$ cat config.mk
export PLATFORM = sky130hd
export DESIGN_NAME = spi_xfer_arbiter
export DESIGN_NICKNAME = d
export VERILOG_FILES = /design/src/rtl/spi_xfer_arbiter.sv
export SDC_FILE = /design/constraint.sdc
export NUM_CORES = 1
export LEC_CHECK = 0
export BUFFER_PORTS_ARGS = -buffer_cell sky130_fd_sc_hd__buf_2
export CORE_ASPECT_RATIO = 0.5
export CORE_MARGIN = 5
export CORE_UTILIZATION = 44
export CTS_CLUSTER_DIAMETER = 60
export CTS_CLUSTER_SIZE = 12
export DETAILED_ROUTE_END_ITERATION = 8
export PLACE_DENSITY = 0.8
export SLEW_MARGIN = 20
export SYNTH_ARGS = -nofsm -noshare
export SYNTH_HDL_FRONTEND = slang
export SYNTH_SLANG_ARGS = --single-unit
$ cat constraint.sdc
create_clock -name clk -period 2 [get_ports clk]
set_input_delay 0.6 -clock clk [delete_from_list [all_inputs] [get_ports clk]]
set_output_delay 0.6 -clock clk [all_outputs]
set_load 0.02 [all_outputs]
$ cat src/rtl/spi_xfer_arbiter.sv
// spi_xfer_arbiter
//   Shares one SPI transfer engine between up to N_REQ requesters. A
//   round-robin pick selects one pending request. Its word goes to the core
//   with a one-cycle go pulse. The arbiter then waits for the core's
//   completion edge and returns the received word with a one-cycle done
//   pulse to the owner. A watchdog aborts a transfer the core never
//   finishes and flags it through err.
//
// Ports
//   clk, reset          system clock; synchronous active-high reset
//   req                 per-requester request level, held until its done
//   req_wdata           packed request words, requester i at [i*DW +: DW]
//   grant               one-hot owner, high from LAUNCH through DONE
//   done                one-cycle one-hot completion pulse
//   rdata, err          received word / timeout flag, valid with done
//   busy                high whenever the sequencer is not idle
//   go_transfer         one-cycle start pulse to the SPI core
//   data_write_to_spi   word for the core, stable from launch to next launch
//   data_pack_ready     core completion level (rising edge = complete)
//   data_read_from_spi  word from the core, valid on that rising edge

module spi_xfer_arbiter #(
  parameter int N_REQ   = 4,
  parameter int DW      = 32,
  parameter int TIMEOUT = 1023
) (
  input  logic                clk,
  input  logic                reset,
  input  logic [N_REQ-1:0]    req,
  input  logic [N_REQ*DW-1:0] req_wdata,
  output logic [N_REQ-1:0]    grant,
  output logic [N_REQ-1:0]    done,
  output logic [DW-1:0]       rdata,
  output logic                err,
  output logic                busy,
  output logic                go_transfer,
  output logic [DW-1:0]       data_write_to_spi,
  input  logic                data_pack_ready,
  input  logic [DW-1:0]       data_read_from_spi
);

  localparam int PW = $clog2(N_REQ);
  localparam int CW = $clog2(TIMEOUT) + 1;

  typedef enum logic [1:0] {IDLE, LAUNCH, WAIT, DONE} state_t;

  state_t          state, state_next;
  logic [PW-1:0]   ptr;
  logic [PW-1:0]   winner;
  logic [PW-1:0]   pick;
  logic [PW-1:0]   scan_idx;
  logic [PW:0]     scan_sum;
  logic            pick_valid;
  logic [DW-1:0]   words [N_REQ];
  logic [CW-1:0]   wait_cnt;
  logic            dpr_q;
  logic            completion;
  logic            expired;

  for (genvar g = 0; g < N_REQ; g++) begin : g_words
    assign words[g] = req_wdata[g*DW +: DW];
  end

  // The scan starts at ptr and wraps modulo N_REQ. N_REQ need not be a power
  // of two, so the wrap is a single conditional subtract on a one-bit-wider
  // sum rather than natural overflow.
  always_comb begin
    pick_valid = 1'b0;
    pick       = '0;
    scan_sum   = '0;
    scan_idx   = '0;
    for (int off = 0; off < N_REQ; off++) begin
      scan_sum = {1'b0, ptr} + (PW+1)'(off);
      if (scan_sum >= (PW+1)'(N_REQ))
        scan_sum = scan_sum - (PW+1)'(N_REQ);
      scan_idx = scan_sum[PW-1:0];
      if (!pick_valid && req[scan_idx]) begin
        pick_valid = 1'b1;
        pick       = scan_idx;
      end
    end
  end

  // A completion edge counts only while waiting. An edge that arrived during
  // launch has already been absorbed into dpr_q by the first wait cycle.
  assign completion = data_pack_ready & ~dpr_q;
  assign expired    = (wait_cnt == CW'(TIMEOUT - 1));

  always_ff @(posedge clk) begin
    if (reset) dpr_q <= 1'b0;
    else       dpr_q <= data_pack_ready;
  end

  always_ff @(posedge clk) begin
    if (reset) state <= IDLE;
    else       state <= state_next;
  end

  always_comb begin
    state_next  = state;
    go_transfer = 1'b0;
    done        = '0;
    busy        = (state != IDLE);
    case (state)
      IDLE:    if (pick_valid) state_next = LAUNCH;
      LAUNCH: begin
        go_transfer = 1'b1;
        state_next  = WAIT;
      end
      WAIT:    if (completion || expired) state_next = DONE;
      DONE: begin
        done       = grant;
        state_next = IDLE;
      end
      default: state_next = IDLE;
    endcase
  end

  // Completion takes priority over the watchdog when both occur in the same
  // cycle. A successful transfer is never reported as a timeout.
  always_ff @(posedge clk) begin
    if (reset) begin
      grant             <= '0;
      winner            <= '0;
      ptr               <= '0;
      data_write_to_spi <= '0;
      rdata             <= '0;
      err               <= 1'b0;
      wait_cnt          <= '0;
    end else begin
      case (state)
        IDLE: if (pick_valid) begin
          grant             <= N_REQ'(1) << pick;
          winner            <= pick;
          data_write_to_spi <= words[pick];
        end
        LAUNCH: wait_cnt <= '0;
        WAIT: begin
          if (completion) begin
            rdata <= data_read_from_spi;
            err   <= 1'b0;
          end else if (expired) begin
            rdata <= '0;
            err   <= 1'b1;
          end else begin
            wait_cnt <= wait_cnt + CW'(1);
          end
        end
        DONE: begin
          grant <= '0;
          ptr   <= (winner == PW'(N_REQ - 1)) ? '0 : winner + PW'(1);
        end
        default: ;
      endcase
    end
  end

endmodule

==> results.md <==
| Parameter | Reported |
|---|---|
| Worst-path maximum fanout | 4 |
| Synthesized netlist cell count | 460 |
| Path category of the worst min-delay check | reg -> reg |
| Die height | 79.1 µm |
| Net count after synthesis | 634 |
| Max Clk Rate | 527 MHz |
| Global-route wire length before repair | 22000 µm |
| Number of enable-type register cells in the synthesized netlist | 0 |
| Register area | 1740 µm² |
| Number of antenna violations at the first check in global routing | 0 |
| Switching power summed over all nets | 2.81 mW |
| Worst Path Arrival | 1.30 ns |
| Cell with the most instances after synthesis | sky130_fd_sc_hd__dfxtp_1 |
| Post-Syn Area per Cell | 9.13 µm² |
| Met1 capacity usage during global routing | 0.306 |
| Clock transition at path regs | 0.07 ns |
| Post-layout minimum cycle time | 1.90 ns |
| Hold violation total from the final report | 0 |
| Start-to-end type of the worst setup path | reg -> out |
| Transition time at the pin with the least slew margin | 0.463 ns |
| Largest voltage drop on the vdd net | 0.595 mV |
| Most used flip-flop cell after synthesis | sky130_fd_sc_hd__dfxtp_1 |
| Register-to-register setup slack | 0.15 ns |
| Relative slew slack | 0.691 |
| Area of the mapped netlist | 4200 µm² |
| PD cells | 1190 nW/µm² |
| Inserted Clock Buffers | 9 |
| Critical Path Start | state[0] |
| Final core utilization | 0.635 |
| Design internal power | 4.29 mW |
| Residual DRC | 0 |
| Layout Skew | 0.00747 ns |
| Die span in x | 148 µm |
| H-tree lvl count | 3 |
| Leading post-synthesis cells by cell area | sky130_fd_sc_hd__dfxtp_1 (41%), sky130_fd_sc_hd__nand3_1 (7.9%), sky130_fd_sc_hd__a311oi_1 (7.1%), sky130_fd_sc_hd__a22o_1 (6.7%), sky130_fd_sc_hd__a221oi_1 (6.1%) |
| Area inside the core boundary | 9380 µm² |
| Switching part of the total | 0.396 |
| Ranking of synthesized cells by instance count | sky130_fd_sc_hd__dfxtp_1 (87), sky130_fd_sc_hd__nand3_1 (66), sky130_fd_sc_hd__nor2_1 (47), sky130_fd_sc_hd__a311oi_1 (34), sky130_fd_sc_hd__a22o_1 (32) |
| Leakage power | 2.72 nW |
| Clock insertion delay at the later pin of the skew report | 0.34 ns |
| Layout filler cell count | 806 |
| Library cell with the largest summed area after synthesis | sky130_fd_sc_hd__dfxtp_1 |
| Clock tree from TritonCTS | done |
| Count of cells resized by post-cts repair | 0 |
| Drt via density | 5.76 |
| Number of iterations in the first detailed-routing pass | 5 |
| Top-area cell type share of the netlist area | 0.415 |
| Die ar. | 11700 µm² |
| GR peak layer | met2 |
| Met3 capacity usage during global routing | 0.0416 |
| Run status | completed |
| Maximum number of buffers from clock root to sink | 2 |
| Routed length per instance | 17.5 µm |
| Number of buffers inserted to repair setup after CTS | 0 |
| Root Buffer Master | sky130_fd_sc_hd__clkbuf_16 |
| Origin of the critical flop-to-flop path | state[0] |
| Number of routed nets with antenna violations | 0 |
| Slew Limit Fails | 0 |
| Number of global-route vias before repair | 4283 |
| Placement Rows | 25 |
| Synth cell types | 53 |
| Placer congestion estimate | 0.867 |
| Clock share of power | 0.246 |
| Area Overhead vs Synth | 41.9% |
| Cell area after layout | 5960 µm² |
| DRC marker count from the first detailed-route iteration | 292 |
| RSZ-0062 raised after global routing | false |
| Largest net degree at the start of global routing | 57 |
| Ys async rst share | 0 |
| Number of warning messages in the yosys log | 0 |
| Port Buffers | 241 |
| Max Cap Viol | 0 |
| Fraction of the cycle the final worst path needs | 0.950 |
| R2R cell count | 6 |
| Crit end category | primary output |
| Sum of negative setup slack | 0 ns |
| Area of the multi-input gates | 2180 µm² |
| Worst Hold Launch | winner[1] |
| Destination of the critical timing path | busy |
| Flip-flop and latch count after synthesis | 87 |
| Met2 Use GR | 0.394 |
| Combinational share of power | 0.425 |
| Final hold slack | 0.463 ns |
| Req. time, crit path | 1.40 ns |
| Share of the yosys chip area belonging to registers | 0.415 |
| Total of endpoints with negative setup slack in the final report | 0 |
| Starting density of the core | 0.447 |
| Critical path launch point type | register |
| Reg2reg end | wait_cnt[5] |
| Half-perimeter wire length of the detailed placement result | 10700 µm |
| Hold-fix buffer count after cts | 0 |
| Final wirelength | 14300 µm |
| Number of top-level pins | 242 |
| Remaining global-route overflow | 0 |
| Sink count of the clock tree | 87 |
| Sequential cell fraction of total power | 0.328 |
| Net total in the final layout | 868 |
| DR vias | 4721 |
| ANT cells | 0 |
| Total cell area at the placement stage | 5630 µm² |
| Total routing usage reported by global routing | 0.233 |
| Fraction of layout cells with a size suffix above 1 | 0.429 |
[metal layers]
metal / vias up / wire (µm)
met1: 2232 / 5940
met3: 27 / 978
li1: 2244 / -
met2: 218 / 7120
met5: - / 0
met4: 0 / 283
[registers in the layout, summed over array words and instances (netlist names)]
register / flops
data_write_to_spi: 32
rdata: 32
wait_cnt: 11
grant: 4
ptr: 2
state: 2
winner: 2
dpr_q: 1
err: 1
[logic make-up after synthesis]
group / synth area share
buf+inv: 0.0691
compound gates: 0.266
fa+ha+maj: 0.0209
flops: 0.415
mux: 0.0122
simple gates: 0.211
xor+xnor: 0.00626
[area by class of cell]
| cell class | count | area share |
|---|---|---|
| Inverter | 9 | 0.00567 |
| Tap cell | 121 | 0.0254 |
| Sequential cell | 87 | 0.292 |
| Clock inverter | 7 | 0.0145 |
| Multi-Input combinational cell | 319 | 0.367 |
| Clock buffer | 9 | 0.0378 |
| Timing Repair Buffer | 268 | 0.258 |
[cell usage in the layout (no fill, tap or decap), types with 4 or more instances in the layout]
cell type / instances
sky130_fd_sc_hd__buf_2: 241
sky130_fd_sc_hd__dfxtp_1: 87
sky130_fd_sc_hd__nand3_1: 66
sky130_fd_sc_hd__nor2_1: 46
sky130_fd_sc_hd__a311oi_1: 34
sky130_fd_sc_hd__a22o_1: 32
sky130_fd_sc_hd__a221oi_1: 29
sky130_fd_sc_hd__buf_4: 17
sky130_fd_sc_hd__nand2_1: 12
sky130_fd_sc_hd__a21oi_1: 10
sky130_fd_sc_hd__buf_12: 10
sky130_fd_sc_hd__clkbuf_16: 9
sky130_fd_sc_hd__inv_1: 8
sky130_fd_sc_hd__nand3b_1: 8
sky130_fd_sc_hd__nand2b_1: 7
sky130_fd_sc_hd__ha_1: 7
sky130_fd_sc_hd__o21ai_0: 5
sky130_fd_sc_hd__nor3_1: 5
sky130_fd_sc_hd__and2_1: 4
sky130_fd_sc_hd__a31oi_1: 4
sky130_fd_sc_hd__o31ai_1: 4
sky130_fd_sc_hd__mux2i_1: 4
[power by group through the flow]
stage | Clock [mW] | Combinational (mW) | Sequential, mW
finish | 1.75 | 3.02 | 2.33
CTS | 1.79 | 3.00 | 2.32
global placement | 0 | 2.93 | 2.35
global route | 1.88 | 3.27 | 2.37
detailed placement | 0 | 2.99 | 2.36
floorplan | 0 | 1.49 | 2.74
[stage by stage]
step	cells	power, mW	worst slack [ns]
2_1_floorplan	460	4.24	0.164
3_3_place_gp	804	5.28	0.0336
3_5_place_dp	804	5.34	-0.0682
4_1_cts	820	7.12	0.0362
5_1_grt	820	7.52	0.0223
6_report	820	7.09	0.101
[critical path, stage by stage (launching register included)]
cell and delay, ns:
sky130_fd_sc_hd__dfxtp_1 0.36, sky130_fd_sc_hd__inv_1 0.09, sky130_fd_sc_hd__ha_1 0.23, sky130_fd_sc_hd__inv_2 0.10
sky130_fd_sc_hd__buf_2 0.18
[how the worst min path moves through the flow]
stage                     slack (ns)           to  cells after the start
final                           0.46    winner[1]                      2
after global routing            0.47    rdata[25]                      2
after CTS                       0.46    rdata[27]                      2
after detailed placement        0.45     rdata[8]                      1
after global placement          0.45    winner[1]                      2
after floorplan                 0.44  wait_cnt[8]                      1
Power figures use the tool's default switching activity.
